[config.mk]
export PLATFORM = sky130hd
export DESIGN_NAME = morse_round_ctrl_flat
export DESIGN_NICKNAME = d
export VERILOG_FILES = /design/src/rtl/morse_round_ctrl_if.sv /design/src/rtl/morse_round_ctrl.sv /design/src/flat_wrapper.sv
export SDC_FILE = /design/constraint.sdc
export NUM_CORES = 1
export LEC_CHECK = 0
export ABC_CLOCK_PERIOD_IN_PS = 2800
export CAP_MARGIN = 20
export CORE_ASPECT_RATIO = 0.7
export CORE_UTILIZATION = 40
export DETAILED_ROUTE_END_ITERATION = 10
export PLACE_DENSITY = 0.77
export SLEW_MARGIN = 25
export SYNTH_ARGS = -nofsm -noshare
export SYNTH_HDL_FRONTEND = slang
export SYNTH_SLANG_ARGS = --single-unit
[constraint.sdc]
create_clock -name clock -period 2.8 [get_ports clock]
set_input_delay 0.7 -clock clock [delete_from_list [all_inputs] [get_ports clock]]
set_output_delay 0.7 -clock clock [all_outputs]
set_load 0.05 [all_outputs]
[src/rtl/morse_round_ctrl_if.sv]
// Bundle between the Morse decoder/control buttons and the round sequencer.
// master: drives the game pulses and observes status; slave: the sequencer.
//   start, ld_dot, ld_line, done_input, next_input : one-cycle input pulses
//   decoder_clear                                  : decoder clear pulse
//   p1_active, p2_active, p1_value, p2_value       : entry phase and codes
//   symbol_count, result_valid, match              : entry progress, result
//   p1_score, p2_score, round, game_over           : game status
interface morse_round_ctrl_if #(
    parameter int unsigned MAX_SYMBOLS = 5
);
    localparam int unsigned CW = 2 * MAX_SYMBOLS;

    logic          start;
    logic          ld_dot;
    logic          ld_line;
    logic          done_input;
    logic          next_input;
    logic          decoder_clear;
    logic          p1_active;
    logic          p2_active;
    logic [CW-1:0] p1_value;
    logic [CW-1:0] p2_value;
    logic [2:0]    symbol_count;
    logic          result_valid;
    logic          match;
    logic [3:0]    p1_score;
    logic [3:0]    p2_score;
    logic [3:0]    round;
    logic          game_over;

    modport master (
        output start, ld_dot, ld_line, done_input, next_input,
        input  decoder_clear, p1_active, p2_active, p1_value, p2_value,
               symbol_count, result_valid, match, p1_score, p2_score,
               round, game_over
    );

    modport slave (
        input  start, ld_dot, ld_line, done_input, next_input,
        output decoder_clear, p1_active, p2_active, p1_value, p2_value,
               symbol_count, result_valid, match, p1_score, p2_score,
               round, game_over
    );
endinterface

[src/rtl/morse_round_ctrl.sv]
// Round sequencer for the two-player Morse game: routes decoder symbols into
// player 1 then player 2 codes, compares them, scores, and counts rounds.
// Ports: clock, resetn (synchronous, active-low), bus (morse_round_ctrl_if.slave).
// All bus outputs are registered.
module morse_round_ctrl #(
    parameter int unsigned MAX_SYMBOLS = 5,
    parameter int unsigned ROUNDS      = 8
) (
    input  logic              clock,
    input  logic              resetn,
    morse_round_ctrl_if.slave bus
);
    localparam int unsigned CW = 2 * MAX_SYMBOLS;

    typedef enum logic [2:0] {
        IDLE      = 3'd0,
        P1_ENTRY  = 3'd1,
        P2_ENTRY  = 3'd2,
        COMPARE   = 3'd3,
        RESULT    = 3'd4,
        GAME_OVER = 3'd5
    } state_t;

    state_t        state_q, state_d;
    logic [CW-1:0] p1_value_q, p1_value_d;
    logic [CW-1:0] p2_value_q, p2_value_d;
    logic [2:0]    count_q, count_d;
    logic [3:0]    p1_score_q, p1_score_d;
    logic [3:0]    p2_score_q, p2_score_d;
    logic [3:0]    round_q, round_d;
    logic          match_q, match_d;
    logic          clear_q, clear_d;
    logic          p1_act_q, p1_act_d;
    logic          p2_act_q, p2_act_d;
    logic          rvalid_q, rvalid_d;
    logic          over_q, over_d;

    logic          sym_ok;
    logic [1:0]    sym_bits;
    logic [2:0]    count_inc;

    // State and registered outputs
    always_ff @(posedge clock) begin
        if (!resetn) begin
            state_q    <= IDLE;
            p1_value_q <= '0;
            p2_value_q <= '0;
            count_q    <= '0;
            p1_score_q <= '0;
            p2_score_q <= '0;
            round_q    <= '0;
            match_q    <= 1'b0;
            clear_q    <= 1'b0;
            p1_act_q   <= 1'b0;
            p2_act_q   <= 1'b0;
            rvalid_q   <= 1'b0;
            over_q     <= 1'b0;
        end else begin
            state_q    <= state_d;
            p1_value_q <= p1_value_d;
            p2_value_q <= p2_value_d;
            count_q    <= count_d;
            p1_score_q <= p1_score_d;
            p2_score_q <= p2_score_d;
            round_q    <= round_d;
            match_q    <= match_d;
            clear_q    <= clear_d;
            p1_act_q   <= p1_act_d;
            p2_act_q   <= p2_act_d;
            rvalid_q   <= rvalid_d;
            over_q     <= over_d;
        end
    end

    // Next-state and next-output logic
    always_comb begin
        state_d    = state_q;
        p1_value_d = p1_value_q;
        p2_value_d = p2_value_q;
        count_d    = count_q;
        p1_score_d = p1_score_q;
        p2_score_d = p2_score_q;
        round_d    = round_q;
        match_d    = match_q;
        clear_d    = 1'b0;

        // Exactly one of dot/line, and room left in the code
        sym_ok    = (bus.ld_dot ^ bus.ld_line) && (count_q < 3'(MAX_SYMBOLS));
        sym_bits  = bus.ld_dot ? 2'b01 : 2'b11;
        // Count after this cycle's symbol, so done+symbol closes a fresh entry
        count_inc = count_q + 3'(sym_ok);

        case (state_q)
            IDLE, GAME_OVER: begin
                if (bus.start) begin
                    p1_value_d = '0;
                    p2_value_d = '0;
                    count_d    = '0;
                    p1_score_d = '0;
                    p2_score_d = '0;
                    round_d    = 4'd1;
                    clear_d    = 1'b1;
                    state_d    = P1_ENTRY;
                end
            end
            P1_ENTRY: begin
                if (sym_ok) begin
                    p1_value_d = {p1_value_q[CW-3:0], sym_bits};
                    count_d    = count_inc;
                end
                if (bus.done_input && (count_inc != 3'd0)) begin
                    count_d = '0;
                    clear_d = 1'b1;
                    state_d = P2_ENTRY;
                end
            end
            P2_ENTRY: begin
                if (sym_ok) begin
                    p2_value_d = {p2_value_q[CW-3:0], sym_bits};
                    count_d    = count_inc;
                end
                if (bus.done_input && (count_inc != 3'd0)) begin
                    state_d = COMPARE;
                end
            end
            COMPARE: begin
                match_d = (p1_value_q == p2_value_q);
                if (p1_value_q == p2_value_q) begin
                    p2_score_d = p2_score_q + 4'd1;
                end else begin
                    p1_score_d = p1_score_q + 4'd1;
                end
                state_d = RESULT;
            end
            RESULT: begin
                if (bus.next_input) begin
                    if (round_q == 4'(ROUNDS)) begin
                        state_d = GAME_OVER;
                    end else begin
                        round_d    = round_q + 4'd1;
                        p1_value_d = '0;
                        p2_value_d = '0;
                        count_d    = '0;
                        clear_d    = 1'b1;
                        state_d    = P1_ENTRY;
                    end
                end
            end
            default: state_d = IDLE;
        endcase

        // State-decoded flags registered alongside the state
        p1_act_d = (state_d == P1_ENTRY);
        p2_act_d = (state_d == P2_ENTRY);
        rvalid_d = (state_d == RESULT);
        over_d   = (state_d == GAME_OVER);
    end

    assign bus.decoder_clear = clear_q;
    assign bus.p1_active     = p1_act_q;
    assign bus.p2_active     = p2_act_q;
    assign bus.p1_value      = p1_value_q;
    assign bus.p2_value      = p2_value_q;
    assign bus.symbol_count  = count_q;
    assign bus.result_valid  = rvalid_q;
    assign bus.match         = match_q;
    assign bus.p1_score      = p1_score_q;
    assign bus.p2_score      = p2_score_q;
    assign bus.round         = round_q;
    assign bus.game_over     = over_q;
endmodule

[src/flat_wrapper.sv]
// flat-port wrapper written by rule: the top's interface ports become plain ports
module morse_round_ctrl_flat 
#(
    parameter int unsigned MAX_SYMBOLS = 5,
    parameter int unsigned ROUNDS      = 8
)
  (clock, resetn, bus_start, bus_ld_dot, bus_ld_line, bus_done_input, bus_next_input, bus_decoder_clear, bus_p1_active, bus_p2_active, bus_p1_value, bus_p2_value, bus_symbol_count, bus_result_valid, bus_match, bus_p1_score, bus_p2_score, bus_round, bus_game_over);
  morse_round_ctrl_if #(.MAX_SYMBOLS(MAX_SYMBOLS)) bus_i ();
  input  logic clock;
  input  logic resetn;
  input wire logic [$bits(bus_i.start)-1:0] bus_start;
  input wire logic [$bits(bus_i.ld_dot)-1:0] bus_ld_dot;
  input wire logic [$bits(bus_i.ld_line)-1:0] bus_ld_line;
  input wire logic [$bits(bus_i.done_input)-1:0] bus_done_input;
  input wire logic [$bits(bus_i.next_input)-1:0] bus_next_input;
  output wire logic [$bits(bus_i.decoder_clear)-1:0] bus_decoder_clear;
  output wire logic [$bits(bus_i.p1_active)-1:0] bus_p1_active;
  output wire logic [$bits(bus_i.p2_active)-1:0] bus_p2_active;
  output wire logic [$bits(bus_i.p1_value)-1:0] bus_p1_value;
  output wire logic [$bits(bus_i.p2_value)-1:0] bus_p2_value;
  output wire logic [$bits(bus_i.symbol_count)-1:0] bus_symbol_count;
  output wire logic [$bits(bus_i.result_valid)-1:0] bus_result_valid;
  output wire logic [$bits(bus_i.match)-1:0] bus_match;
  output wire logic [$bits(bus_i.p1_score)-1:0] bus_p1_score;
  output wire logic [$bits(bus_i.p2_score)-1:0] bus_p2_score;
  output wire logic [$bits(bus_i.round)-1:0] bus_round;
  output wire logic [$bits(bus_i.game_over)-1:0] bus_game_over;
  assign bus_i.start = bus_start;
  assign bus_i.ld_dot = bus_ld_dot;
  assign bus_i.ld_line = bus_ld_line;
  assign bus_i.done_input = bus_done_input;
  assign bus_i.next_input = bus_next_input;
  assign bus_decoder_clear = bus_i.decoder_clear;
  assign bus_p1_active = bus_i.p1_active;
  assign bus_p2_active = bus_i.p2_active;
  assign bus_p1_value = bus_i.p1_value;
  assign bus_p2_value = bus_i.p2_value;
  assign bus_symbol_count = bus_i.symbol_count;
  assign bus_result_valid = bus_i.result_valid;
  assign bus_match = bus_i.match;
  assign bus_p1_score = bus_i.p1_score;
  assign bus_p2_score = bus_i.p2_score;
  assign bus_round = bus_i.round;
  assign bus_game_over = bus_i.game_over;
  morse_round_ctrl #(.MAX_SYMBOLS(MAX_SYMBOLS), .ROUNDS(ROUNDS)) u_core (.clock(clock), .resetn(resetn), .bus(bus_i));
endmodule
==> metrics.yaml <==
run_status:
  outcome: "complete, no violations"
placement:
  portBuffers: 47
  place_area_um2: 2663
  dpl_worst_slack_ns: -0.3048
  place_hpwl_um: 3710
  gp_congestion: 0.8088
route:
  wl_um: 5241
  ant_nets: 0
  drc_errors: 0
  drtIter0Drc: 136
  drt_pass1_iterations: 4
  viasPerCell: 5.421
  avgRoutedWirePerCell_um: 14.32
  vias: 1984
clocking:
  htreeDepth: 2
  cts_made_buffers: 5
  tritoncts: "done"
  clockBufferDepth: 2
  cts.sinks: 44
  clockRootBuffer: "clkbuf_8"
  cts_hold_buffers: 0
  clk_latency_ns: 0.30
  clkSlewWorstSetupHoldPaths_ns: 0.08
logic_synthesis:
  ys_seq_elements: 44
  synth_flop_cell: "dfxtp_1"
  syn_area_per_cell_um2: 8.484
  synthCells: 246
  synth-edff-count: 0
  synth_cell_types: 44
  syn-num-nets: 259
  synth_seq_area_share_pct: 42.21
  yosys_warnings: 0
  async_flop_share_pct: 0
  synth_area_um2: 2087
power:
  swShare_pct: 29.58
  irDropWorstVdd_mv: 0.2235
  power_frac_clock_pct: 29.2
  seqPwrFrac_pct: 51.5
  power_density_nw_per_um2: 459.1
  p_leak_nw: 1.077
  p_int_uw: 904.8
  power_frac_comb_pct: 19.3
  power.switching_uw: 380.1
worst_setup_path:
  cp_max_fo: 6
  cp_top_family: "compound AO/OA/AOI/OAI gates"
  crit_required_ns: 3.00
  cp-end-kind: "flop"
  crit_path_max_incr_delay_ns: 0.47
  worstRegToRegCells: 5
  critPathArrivalTime_ns: 2.89
  path_class: "primary input to flop"
  cp_num_cells: 11
  crit_path_cell_trace: "clkdlybuf4s50_1 > xnor2_1 > buf_4 > nor2_4 > ha_4 > ha_4 > xor2_1 > o31a_1 > o221a_2 > buf_4 > o211a_1"
  critPathSlowestCell: "clkdlybuf4s50_1"
  start_kind: "primary input"
  cp.buffers_inverters: 3
cells_and_area:
  layout_common_cells: "clkdlybuf4s50_1, dfxtp_1, nand2_1, nand3_1, nor2_1"
  areaGrowthSynthToFinish_pct: 34.11
  final_net_count: 310
  drive_gt1_share_pct: 9.091
  final_cell_area_um2: 2799
  diodes: 0
  final_common_cell: "clkdlybuf4s50_1"
sta:
  tightestPinTransition_ns: 0.6892
  finClkSkew_ns: 0.006523
  max_slew_margin_pct: 54.05
  period_needed_ns: 2.697
  period_share_pct: 96.32
  setup_viol: 0
  worst_slack_ns: 0.1030
  drv_slew: 0
  finalHoldViolCount: 0
  hold_ws_ns: 0.4580
  setup_tns_ns: 0
  fmax_ghz: 0.3708
  rsz0062_at_grt: "no"
job:
  cap_viol_max_count: 0
floorplanning:
  num_rows: 21
  initial_core_util_pct: 42.70
  core-area_um2: 4887
  dieArea_um2: 5515
  die_y_um: 62.44
  pin_count: 48
  die_x_um: 88.34
global_routing:
  grt_overflow: 0
  antenna_found_initial: 0
  grt_pass1_vias: 1805
  track_usage_pct: 19.99
  grt_first_pass_wirelength_um: 8638
  grt_max_degree: 27
min_path:
  hp-class: "flop to flop"
  holdPathStages: 2
cells by family after synthesis:
logic type               after synthesis  synth area share, %
XOR/XNOR                              16                6.714
adder cells (fa/ha/maj)                6                3.597
AND/OR/NAND/NOR                      103                25.42
multiplexers                           3                1.439
AO/OA/AOI/OAI                         53                16.49
flip-flops                            44                42.21
buffers and inverters                 21                4.137
power groups by stage:
stage          combinational, mW  sequential (mW)  clock, mW
5_1_grt                    0.267            0.664      0.414
4_1_cts                    0.234            0.660      0.387
3_3_place_gp               0.228            0.674          0
3_5_place_dp               0.232            0.675          0
6_report                   0.248            0.661      0.376
2_1_floorplan              0.125            0.708          0
tightest hold or removal path, delay by kind of cell, from the launching register on:
| kind | cells | cell delay [ns] |
|---|---|---|
| flip-flops | 1 | 0.32 |
| AND/OR/NAND/NOR | 1 | 0.05 |
| AO/OA/AOI/OAI | 1 | 0.05 |
cells in the mapped netlist (2+ instances only):
cell	n	area [µm²]
dfxtp_1	44	880.8
xnor2_1	4	35.03
xor2_1	12	105.1
o211ai_1	2	15.01
nor4_1	2	12.51
nand3b_1	3	22.52
o21ai_0	17	85.08
a211oi_1	2	15.01
a31oi_1	5	31.28
clkinv_1	2	7.510
nor2b_1	2	12.51
nor2_1	22	82.58
or3_1	2	12.51
clkbuf_1	7	26.28
inv_1	6	22.52
and3b_1	2	17.52
o41ai_1	2	17.52
buf_2	5	25.02
nand3_1	22	110.1
nand2_1	22	82.58
nor4b_1	2	17.52
and3_1	3	18.77
a21oi_1	8	40.04
nand4_1	2	12.51
mux2i_1	3	30.03
o21a_1	2	15.01
nand2b_1	2	12.51
nor3_1	9	45.04
ha_1	6	75.07
nand4b_1	2	17.52
a22oi_1	9	67.56
layer usage:
layer	global-route usage [%]	routed length [µm]	vias up
li1	-	-	991
met5	0	0	-
met2	29.42	2233	57
met4	5.645	52	0
met1	28.67	2599	931
met3	5.152	356	5
repair_timing:
item,4_1_cts,5_1_grt
gates resized for setup,1,10
endpoints found under the setup margin,1,7
buffers inserted,0,0
pin swaps,0,4
final cells by class:
cell class / count / area [µm²]
fillers: 468 / 2088
well taps: 69 / 86.33
clock inverters: 1 / 5.005
flip-flops and latches: 44 / 880.8
inverters: 8 / 30.03
multi-input cells: 181 / 1176
repair buffers: 57 / 548.0
clock buffers: 6 / 72.57
sequential cells by signal, summed over array words and instances, names as in the netlist, 3 cells and up:
signal                   count
u_core.state_q               3
u_core.bus.p2_score          4
u_core.bus.p1_score          4
u_core.bus.p1_value         10
u_core.bus.p2_value         10
u_core.bus.round             4
u_core.bus.symbol_count      3
final timing paths:
check	from	to	slack (ns)
min reg2reg	u_core.bus.match$_SDFFE_PN0P_	u_core.bus.match$_SDFFE_PN0P_	0.46
min	u_core.bus.match$_SDFFE_PN0P_	u_core.bus.match$_SDFFE_PN0P_	0.46
max reg2reg	u_core.state_q[0]$_SDFF_PN0_	u_core.bus.p2_score[1]$_SDFFE_PN0P_	0.50
max	bus_ld_line	u_core.bus.game_over$_SDFF_PN0_	0.10
metrics by stage:
| step | power [mW] | utilization [%] | cells |
|---|---|---|---|
| 2_1_floorplan | 0.8337 | - | 246 |
| 3_3_place_gp | 0.9019 | 54.48 | 359 |
| 3_5_place_dp | 0.9066 | 54.48 | 359 |
| 4_1_cts | 1.281 | 56.20 | 366 |
| 5_1_grt | 1.346 | 57.27 | 366 |
| 6_report | 1.285 | 57.27 | 366 |
No activity file was read; power rests on OpenSTA's default activity.
